===== config.mk =====
export PLATFORM = sky130hd
export DESIGN_NAME = instr_fetch_unit
export DESIGN_NICKNAME = d
export VERILOG_FILES = /design/src/rtl/instr_fetch_unit.sv
export SDC_FILE = /design/constraint.sdc
export NUM_CORES = 1
export LEC_CHECK = 0
export ABC_CLOCK_PERIOD_IN_PS = 2000
export CAP_MARGIN = 20
export CORE_MARGIN = 8
export CORE_UTILIZATION = 30
export DETAILED_ROUTE_END_ITERATION = 8
export RECOVER_POWER = 100
export SKIP_LAST_GASP = 1
export SYNTH_ARGS = -nofsm -noshare
export SYNTH_HDL_FRONTEND = slang
export SYNTH_SLANG_ARGS = --single-unit
export TNS_END_PERCENT = 20

===== constraint.sdc =====
create_clock -name clk -period 2 [get_ports clk]
set_input_delay 0.4 -clock clk [delete_from_list [all_inputs] [get_ports clk]]
set_output_delay 0.4 -clock clk [all_outputs]
set_load 0.1 [all_outputs]

===== src/rtl/instr_fetch_unit.sv =====
// Fetch stage: holds the PC, issues one instruction-memory request at a time and
// presents the registered instruction word (with its PC) to decode.
module instr_fetch_unit #(
    parameter int              XLEN     = 32,
    parameter logic [XLEN-1:0] RESET_PC = '0
) (
    input  logic            clk,
    input  logic            rst_n,
    output logic            imem_req_valid,
    input  logic            imem_req_ready,
    output logic [XLEN-1:0] imem_addr,
    input  logic            imem_rsp_valid,
    input  logic [31:0]     imem_rsp_data,
    input  logic            stall,
    input  logic            redirect_valid,
    input  logic [XLEN-1:0] redirect_target,
    output logic            instr_valid,
    output logic [31:0]     instr,
    output logic [XLEN-1:0] instr_pc,
    output logic [XLEN-1:0] pc_plus4,
    output logic            misaligned_fault
);

    // Handshakes: a request transfers on a cycle where imem_req_valid && imem_req_ready;
    // a response is taken only in S_WAIT when imem_rsp_valid is high; decode consumes
    // instr on any cycle where instr_valid && !stall.
    typedef enum logic [1:0] {
        S_REQ  = 2'd0,
        S_WAIT = 2'd1,
        S_OUT  = 2'd2
    } state_t;

    localparam logic [31:0] NOP = 32'h0000_0013;

    state_t            state_q, state_d;
    logic [XLEN-1:0]   pc_q, pc_d;
    logic              kill_q, kill_d;
    logic              instr_valid_q, instr_valid_d;
    logic [31:0]       instr_q, instr_d;
    logic [XLEN-1:0]   instr_pc_q, instr_pc_d;
    logic              fault_q, fault_d;

    logic redirect_ok;
    logic redirect_bad;

    assign redirect_ok  = redirect_valid && (redirect_target[1:0] == 2'b00);
    assign redirect_bad = redirect_valid && (redirect_target[1:0] != 2'b00);

    // Any redirect, even a rejected misaligned one, blocks a new request that cycle.
    assign imem_req_valid   = rst_n && (state_q == S_REQ) && !redirect_valid;
    assign imem_addr        = pc_q;
    assign instr_valid      = instr_valid_q;
    assign instr            = instr_q;
    assign instr_pc         = instr_pc_q;
    assign pc_plus4         = instr_pc_q + XLEN'(4);
    assign misaligned_fault = fault_q;

    always_comb begin
        state_d       = state_q;
        pc_d          = pc_q;
        kill_d        = kill_q;
        instr_valid_d = instr_valid_q;
        instr_d       = instr_q;
        instr_pc_d    = instr_pc_q;
        fault_d       = redirect_bad;

        if (redirect_ok) begin
            pc_d          = redirect_target;
            instr_valid_d = 1'b0;
            case (state_q)
                S_WAIT: begin
                    if (imem_rsp_valid) begin
                        kill_d  = 1'b0;
                        state_d = S_REQ;
                    end else begin
                        kill_d = 1'b1;
                    end
                end
                S_OUT:   state_d = S_REQ;
                default: state_d = S_REQ;
            endcase
        end else begin
            case (state_q)
                S_REQ: begin
                    if (imem_req_valid && imem_req_ready) begin
                        state_d = S_WAIT;
                    end
                end
                S_WAIT: begin
                    if (imem_rsp_valid) begin
                        if (kill_q) begin
                            kill_d  = 1'b0;
                            state_d = S_REQ;
                        end else begin
                            instr_d       = imem_rsp_data;
                            instr_pc_d    = pc_q;
                            instr_valid_d = 1'b1;
                            pc_d          = pc_q + XLEN'(4);
                            state_d       = S_OUT;
                        end
                    end
                end
                S_OUT: begin
                    if (!stall) begin
                        instr_valid_d = 1'b0;
                        state_d       = S_REQ;
                    end
                end
                default: state_d = S_REQ;
            endcase
        end
    end

    always_ff @(posedge clk or negedge rst_n) begin
        if (!rst_n) begin
            state_q       <= S_REQ;
            pc_q          <= RESET_PC;
            kill_q        <= 1'b0;
            instr_valid_q <= 1'b0;
            instr_q       <= NOP;
            instr_pc_q    <= '0;
            fault_q       <= 1'b0;
        end else begin
            state_q       <= state_d;
            pc_q          <= pc_d;
            kill_q        <= kill_d;
            instr_valid_q <= instr_valid_d;
            instr_q       <= instr_d;
            instr_pc_q    <= instr_pc_d;
            fault_q       <= fault_d;
        end
    end

endmodule


Yosys cells after proc, flatten, opt, wreduce, memory -nomap -nowiden --
Index checks and enable logic that the tools add are counted.
Word-level totals: flip-flop bits (word level) 101, bits of input ports 70, output and inout bits 131, word-level logic and storage cells 58
Operators by class: add/sub/neg operators 2, equality and inequality tests 8, multiplexer cells 22, bitwise logic cells 2, reductions and logical operators 17
Operators with widths (number):
- $mux 32 | 4
- $add 32x3->32 const B | 2
- $mux 2 | 7
- $mux 1 | 9
- $ne 3x3->1 const B | 3
- $reduce_and 4->1 | 2
- $pmux 2 s3 | 1
- $reduce_and 3->1 | 2
- $reduce_bool 2->1 | 3
- $logic_and 1x1->1 | 5
- $logic_not 2->1 | 2
- $ne 3x2->1 const B | 1
- $reduce_bool 3->1 | 1
- $eq 2x1->1 const B | 1
- $eq 2x2->1 const B | 1
- $ne 2x1->1 const B | 1
- $ne 2x2->1 const B | 1
- $not 1->1 | 2
- $pmux 1 s2 | 1
- $reduce_and 2->1 | 1
- $logic_not 1->1 | 1

Longest topological paths before layout --
Gate-level depths: netlist (run 1).
word-level depth 7, depth in mapped cells 7, gate-level depth less buffers 5

Worst setup path before layout (run 1) --
OpenSTA, ideal clock, no wires.
path type register -> output, from register instr_pc_q[4], in the netlist instr_pc[4], to output port pc_plus4[23], arrival time 3.669 ns, required time 1.600 ns, setup slack -2.069 ns, cell stages (with the launch flop) 7, buffers on the path 1, cell sequence dfrtp_1 and3_1 clkbuf_1 nand2_1 nor2_1 nand4_1 xnor2_1
On the way: cells in the longest elaborated chain, start to end 1
Ends and longest elaborated chain:
- start: declaration | RTL line 40 | logic [XLEN-1:0] instr_pc_q, instr_pc_d;
- start signal: assignment | RTL line 129 | instr_pc_q <= instr_pc_d;
- $add 32x3->32 | RTL line 55 | assign pc_plus4 = instr_pc_q + XLEN'(4);
- end: declaration | RTL line 20 | output logic [XLEN-1:0] pc_plus4,
Every way passes these cells.

Worst setup path after layout (run 1) --
from register instr_pc_q[5], in the netlist instr_pc[5], to output port pc_plus4[28]
The elaborated chain is that of the path after synthesis.

==> impl.org, run 1 <==
** Worst setup path
- Peak fanout along the critical path :: 8
- Worst EP arrival :: 2100 ps
- The largest individual stage delay along the critical path comes from the cell dfrtp_4.
- Origin of the worst setup path :: instr_pc[5]
- The worst setup path is captured at a primary output.
- Path length in cells of the critical path :: 7
- In this run the worst setup path terminates at pc_plus4[28].
- The endpoint identified for the worst register-to-register timing path is imem_addr[23].
- Required time reported for the critical path endpoint :: 1600 ps
- The worst register-to-register path begins at state_q[1].
- Traced cell by cell, the critical path runs through and4_4, and3_4, nor2b_4, buf_6, nand4_1, xnor2_4, buf_12.
- The worst register-to-register path has a depth of 7.
- Kind of start point of the critical path :: register
- The critical path is of the register to primary output type.
- Grouping stages by cell kind, the critical path spends the most delay in simple AND/OR/NAND/NOR gates.
- On the worst path, the slowest cell contributes a delay of 400 ps.
- Counting both buffers and inverters, the worst setup path holds a total of 2.
- Reg-to-reg setup timing slack :: -170 ps

** Yosys
- For this run, the register share of the synthesized area comes to 0.5213.
- For this run, the number of Yosys warnings is 0.
- Synthesized flop and latch total :: 101
- The cell count after synthesis came out at 433.
- The mapped netlist covers 4856 um^2.
- Post-synth cell types :: 37
- Syn nets :: 505
- A synthesized cell averages 11.21 um^2.

** Placed design
- Port-buffer cells :: 200
- DP Wirelength :: 12850 um
- Routability congestion estimate from global placement :: 0.7811

** STA
- At the pin with the least slew margin, the transition time is 1386 ps.
- The max-slew violation count came to 0.
- Setup repair after global routing could not meet its margin everywhere.
- For this run, the top clock speed supported by timing is 400.0 MHz.
- The number of hold violations in the final report was 0.
- Final worst-path cycle share :: 1.250
- Post-layout worst setup margin :: -500.2 ps
- The smallest clock period supported by the final layout is computed as 2500 ps.
- Setup violations remaining at the end of the flow were counted as 96.
- Setup total negative slack on the finished layout was measured at -10800 ps.
- Worst slew margin relative to its limit :: 0.07579
- Largest clock skew in the final design :: 8.107 ps

** Global routing
- The first global-routing pass estimated 25320 um of wire.
- Global routing finished with a remaining overflow of 0.
- Largest net degree at the start of global routing :: 103
- Global router's overall resource usage :: 0.1589
- Antenna violations before repair :: 0
- Vias in the first global route :: 4724

** Die
- 201 I/O pins were placed.
- Die Y-Extent :: 143.2 um
- For this configuration, the core starts out at a cell density of 0.3068.
- Die X-Extent :: 143.2 um
- The die covers 20510 um^2.
- Placeable core area :: 15830 um^2
- # rows :: 46

** Layout
- Ratio of cells with drive above 1 in the final layout :: 0.4979
- Most frequent cells in the layout :: 82 x clkbuf_2, 71 x dfrtp_1, 67 x clkdlybuf4s50_1
- Area added between synthesis and finish :: 75.57%
- Most common library cell in the layout ignoring fill and taps :: clkbuf_2
- Net total in the final layout :: 780
- Diode count :: 0

** Clock network
- Clk root buf :: clkbuf_16
- Counting along the longest clock path gives a buffer depth of 2.
- CTS H-tree depth :: 3
- Later-pin clock latency in the skew report :: 350 ps
- Clock-pin transition on the worst setup and hold timing paths :: 70 ps
- TritonCTS clock tree :: done
- Number of buffers inserted during clock tree synthesis :: 9
- Clock sink total :: 101
- After clock tree synthesis, the flow added hold-fix buffers numbering 0.

** Detailed routing
- The first detailed-routing pass took 4 iterations.
- The count of nets left with antenna violations once routing finished came out at 0.
- Summed over all layers, the routed wires come to 16100 um.
- For this run, design rule violations remaining after detail routing come to 0.
- Vias after detailed routing :: 4324
- In the final routed layout, each cell accounts on average for 17.33 um.
- For this block, the initial DRC count from the detailed router was 153.
- Routed via count divided by cell count :: 4.654

** Status
- Violated checks :: setup timing
- The run finished, with violations left.

** Min path
- Worst hold-check path type :: register to register

** Job
- Number of maximum-capacitance constraint violations :: 0
[how the worst min path moves through the flow]
| stage | startpoint | end | slack, ps | depth (start not counted) |
|---|---|---|---|---|
| 4_1_cts | rst_n | instr[15] | 170 | 2 |
| 3_3_place_gp | instr[14] | instr[14] | 490 | 1 |
| 6_report | instr[11] | instr[11] | 510 | 1 |
| 2_1_floorplan | rst_n | imem_addr[0] | 100 | 0 |
| 5_1_grt | instr[20] | instr[20] | 520 | 1 |
| 3_5_place_dp | instr[24] | instr[24] | 490 | 1 |
[registers in the layout, indices dropped and copies added, names as in the netlist]
name / flops
instr_pc: 32
imem_addr: 32
instr_valid: 1
kill_q: 1
state_q: 2
misaligned_fault: 1
instr: 32
[through the flow]
stage / std cells / hold slack, ps / utilization / setup slack [ps] / cell area, um^2
4_1_cts: 928 / 167.0 / 0.5891 / -540.9 / 9324
2_1_floorplan: 433 / 104.4 / - / -681.2 / 5365
3_3_place_gp: 908 / 489.5 / 0.5666 / -235.5 / 8967
6_report: 929 / 505.6 / 0.5387 / -500.2 / 8526
5_1_grt: 929 / 515.3 / 0.5387 / -589.8 / 8526
3_5_place_dp: 908 / 493.2 / 0.5666 / -300.4 / 8967
[kinds of logic after synthesis]
group,count (synthesis),synth area share
compound gates,37,0.04252
simple gates,147,0.1595
mux,64,0.1482
flops,101,0.5213
xor+xnor,55,0.09920
fa+ha+maj,2,0.005152
buf+inv,27,0.02422
[Yosys cell counts, drive strengths merged]
cell type,number,area share
o21ai,28,0.029
nor2,16,0.012
and4,8,0.015
nor3,8,0.0082
and4bb,1,0.0026
a21oi,4,0.0041
nor2b,2,0.0026
o311ai,2,0.0052
dfrtp,98,0.51
xor2,11,0.020
nand3,17,0.018
nor3b,1,0.0015
clkbuf,12,0.0093
o211ai,2,0.0031
a31oi,1,0.0013
mux2i,1,0.0021
or3b,1,0.0023
dfstp,3,0.016
nor4bb,1,0.0021
xnor2,44,0.079
ha,2,0.0052
inv,5,0.0039
mux2,63,0.15
and2,7,0.0090
nand4,16,0.024
and3,9,0.012
nor4b,1,0.0018
buf,10,0.011
nor4,4,0.0052
or3,1,0.0023
nand2,54,0.042
[repair_timing]
action | CTS | global route
endpoints found under the setup margin | 26 | 30
buffers inserted | 4 | 1
gates resized for setup | 0 | 5
hold endpoints to repair | 0 | 0
pin swaps | 7 | 5
[layer usage]
layer / wire length, um / share of wire / GRT usage / vias to the layer above
met3: 1100 / 0.068 / 0.04574 / 15
li1: - / - / - / 2058
met1: 6641 / 0.41 / 0.1899 / 2121
met4: 238 / 0.015 / 0.05202 / 0
met5: 0 / 0 / 0 / -
met2: 8119 / 0.50 / 0.2688 / 130
[worst register-to-register path: stages (launching register included)]
cell	delay (ps)
dfrtp_1	440
and4bb_1	290
dlymetal6s2s_1	370
nand4_1	320
buf_4	230
nor3_1	180
xnor2_1	150
o21ai_1	70
[area by class of cell]
type                            instances  area [um^2]
Clock buffer                           12        256.5
Clock inverter                          4        70.07
Fill cell                            1404         7302
Inverter                                5        18.77
Multi-Input combinational cell        305         2666
Sequential cell                       101         2603
Tap cell                              216        270.3
Timing Repair Buffer                  286         2641
Power of run 1 is left out: the tool's default activity adds up to more than one toggle a clock period on the data nets, which glitch-free logic cannot reach.
==> run 2, diff against run 1 <==
MAX_ROUTING_LAYER = met4   (was unset)
==> impl.org, run 2 (synthesis results as in run 1) <==
** Status
- The flow ran to the end, but the final reports show violations.
- Violated checks :: setup timing

** Min path
- Critical hold path startpoint :: instr[2]
- The path class of the tightest hold or removal check is register to register.

** Detailed routing
- Number of detailed-route iterations in the first pass :: 4 (unchanged)
- The remaining number of nets flagged by the antenna check after routing came to 0 (unchanged).
- The number of vias after detailed routing was 4325 (+0.023%).
- Wire length reported by the detailed router :: 16140 um (+0.26%)
- The residual DRC count is 0 (unchanged).
- Number of violations reported at the end of detailed-routing iteration 0 :: 152 (-0.65%)
- The average wire per cell in the routed design was 17.38 um (+0.26%).
- The ratio of routed vias to standard cells is 4.656 (about the same).

** Clock network
- Clock-pin transition on the worst setup and hold timing paths :: 60 ps (about the same)
- Clock sink total :: 101 (unchanged)
- The H-tree level count came to 3 (unchanged).
- Later-pin clock latency in the skew report :: 350 ps (about the same)
- Hold buffer count at CTS :: 0 (unchanged)
- The total CTS buffers was 9 (unchanged).
- TritonCTS clock tree :: done
- Clk root buf :: clkbuf_16
- Clock buffer depth :: 2 (unchanged)

** STA
- Total of endpoints with negative setup slack in the final report :: 95 (-1.0%)
- The smallest setup slack after layout came to -499.2 ps (+0.9670 ps).
- Largest clock skew in the final design :: 9.382 ps (+1.275 ps)
- The upper clock frequency limit came to 400.1 MHz (about the same).
- The share of the cycle needed by the critical path after routing is 1.250 (about the same).
- The max-slew violation count was 0 (unchanged).
- The number of hold violations in the final report is 0 (unchanged).
- RSZ-0062 raised after global routing :: yes
- WHS :: 504.9 ps (-0.7100 ps)
- The clock period minus final worst setup slack was 2499 ps (-0.9670 ps).
- The transition time at the pin with the least slew margin was 1389 ps (+2.727 ps).
- Worst slew margin relative to its limit :: 0.07397 (-0.001818)

** Layout
- The diode insertion count for antenna repair was 0 (unchanged).
- Compared with the post-synthesis result, the final layout area differs by 75.37%.
- Net total in the final layout :: 780 (unchanged)
- In the layout the commonest cells are 84 x clkbuf_2, 71 x dfrtp_1, 66 x clkdlybuf4s50_1.
- Most common library cell in the layout ignoring fill and taps :: clkbuf_2
- The fraction of layout cells with a size suffix above 1 is 0.4993 (+0.001403).

** Placed design
- The detailed placement HPWL was 12850 um (unchanged).
- Place WS :: -300.4 ps (unchanged)
- The final estimated routing congestion in global placement was 0.7919 (+1.4%).
- Port-buffer cells :: 200 (unchanged)

** Worst setup path
- Kind of start point of the critical path :: register
- STA classifies the critical path endpoint as a primary output.
- The maximum fanout count along the critical path was 8 (unchanged).
- Class of the most critical setup path :: register to primary output
- Ordered cell list for the critical path :: and4_4, and3_4, nor2b_4, buf_6, nand4_1, xnor2_4, buf_12
- The required time of the critical path is 1600 ps (about the same).
- CP peak stage delay :: 400 ps (about the same)
- The arrival time at the worst endpoint was 2100 ps (about the same).
- For this design, the slowest cell found on the critical path is dfrtp_4.
- Origin of the worst setup path :: instr_pc[5]
- The worst register-to-register path begins at state_q[1].

** Die
- The initial core utilization is 0.3068 (unchanged).
- Die Y-Extent :: 143.2 um (unchanged)
- Boundary pin count :: 201 (unchanged)
- # rows :: 46 (unchanged)
- Placeable core area :: 15830 um^2 (unchanged)
- The die footprint is 20510 um^2 (unchanged).
- The x dimension of the die is 143.2 um (unchanged).

** Global routing
- The aggregate global-route resource usage is 0.1634 (+0.004503).
- The number of antenna violations at the first check in global routing was 0 (unchanged).
- The global-route wire length before repair was 25340 um (about the same).
- The via count of the first global-routing pass came to 4731 (+0.15%).
- The residual overflow from global routing came to 0 (unchanged).
- The maximum number of pins on one net before global-route repair is 103 (unchanged).

** Job
- The max-capacitance violation count is 0 (unchanged).
-- run 2: final cells by class --
| type | instances | area (um^2) |
|---|---|---|
| fill | 1405 | 7312 |
| multi-input combinational | 305 | 2666 |
| timing repair buffer | 286 | 2631 |
| sequential | 101 | 2603 |
| tap | 216 | 270.3 |
| clock buffer | 12 | 256.5 |
| clock inverter | 4 | 70.07 |
| inverter | 5 | 18.77 |
-- run 2: timing repair --
item                                    CTS  global route
buffers inserted                          4             1
pin swaps                                 7             5
resized for setup                         0             5
endpoints found under the setup margin   26            30
cloned                                    0             0
-- run 2: metal layers --
layer,global-route usage,share of wire
met1,0.1948,0.43
met2,0.2691,0.50
met3,0.03773,0.054
met4,0.05202,0.015
met5,-,0
-- run 2: metrics by stage --
stage | instances | cell area [um^2] | TNS, ps | util
2_1_floorplan | 433 | 5365 | -19630 | -
3_3_place_gp | 908 | 8967 | -12350 | 0.5666
3_5_place_dp | 908 | 8967 | -16950 | 0.5666
4_1_cts | 928 | 9324 | -9283 | 0.5891
5_1_grt | 929 | 8516 | -19820 | 0.5380
6_report | 929 | 8516 | -11370 | 0.5380
-- run 2: worst max-delay path: cells and delay by family, from the launching register on --
kind,cells,cell delay [ps]
flops,1,400
simple gates,4,780
buf+inv,2,320
xor+xnor,1,240
-- run 2: worst paths after layout --
kind / depth (start not counted) / end / slack (ps)
min in group asynchronous: 2 / instr[15] / 580
worst min-delay path: 1 / instr[2] / 500
worst max register to register: 7 / imem_addr[23] / -20
worst min register to register: 1 / instr[2] / 500
worst max-delay path: 7 / pc_plus4[28] / -500
max in group asynchronous: 2 / instr_pc[18] / 370
Power of run 2 is left out for the same reason.
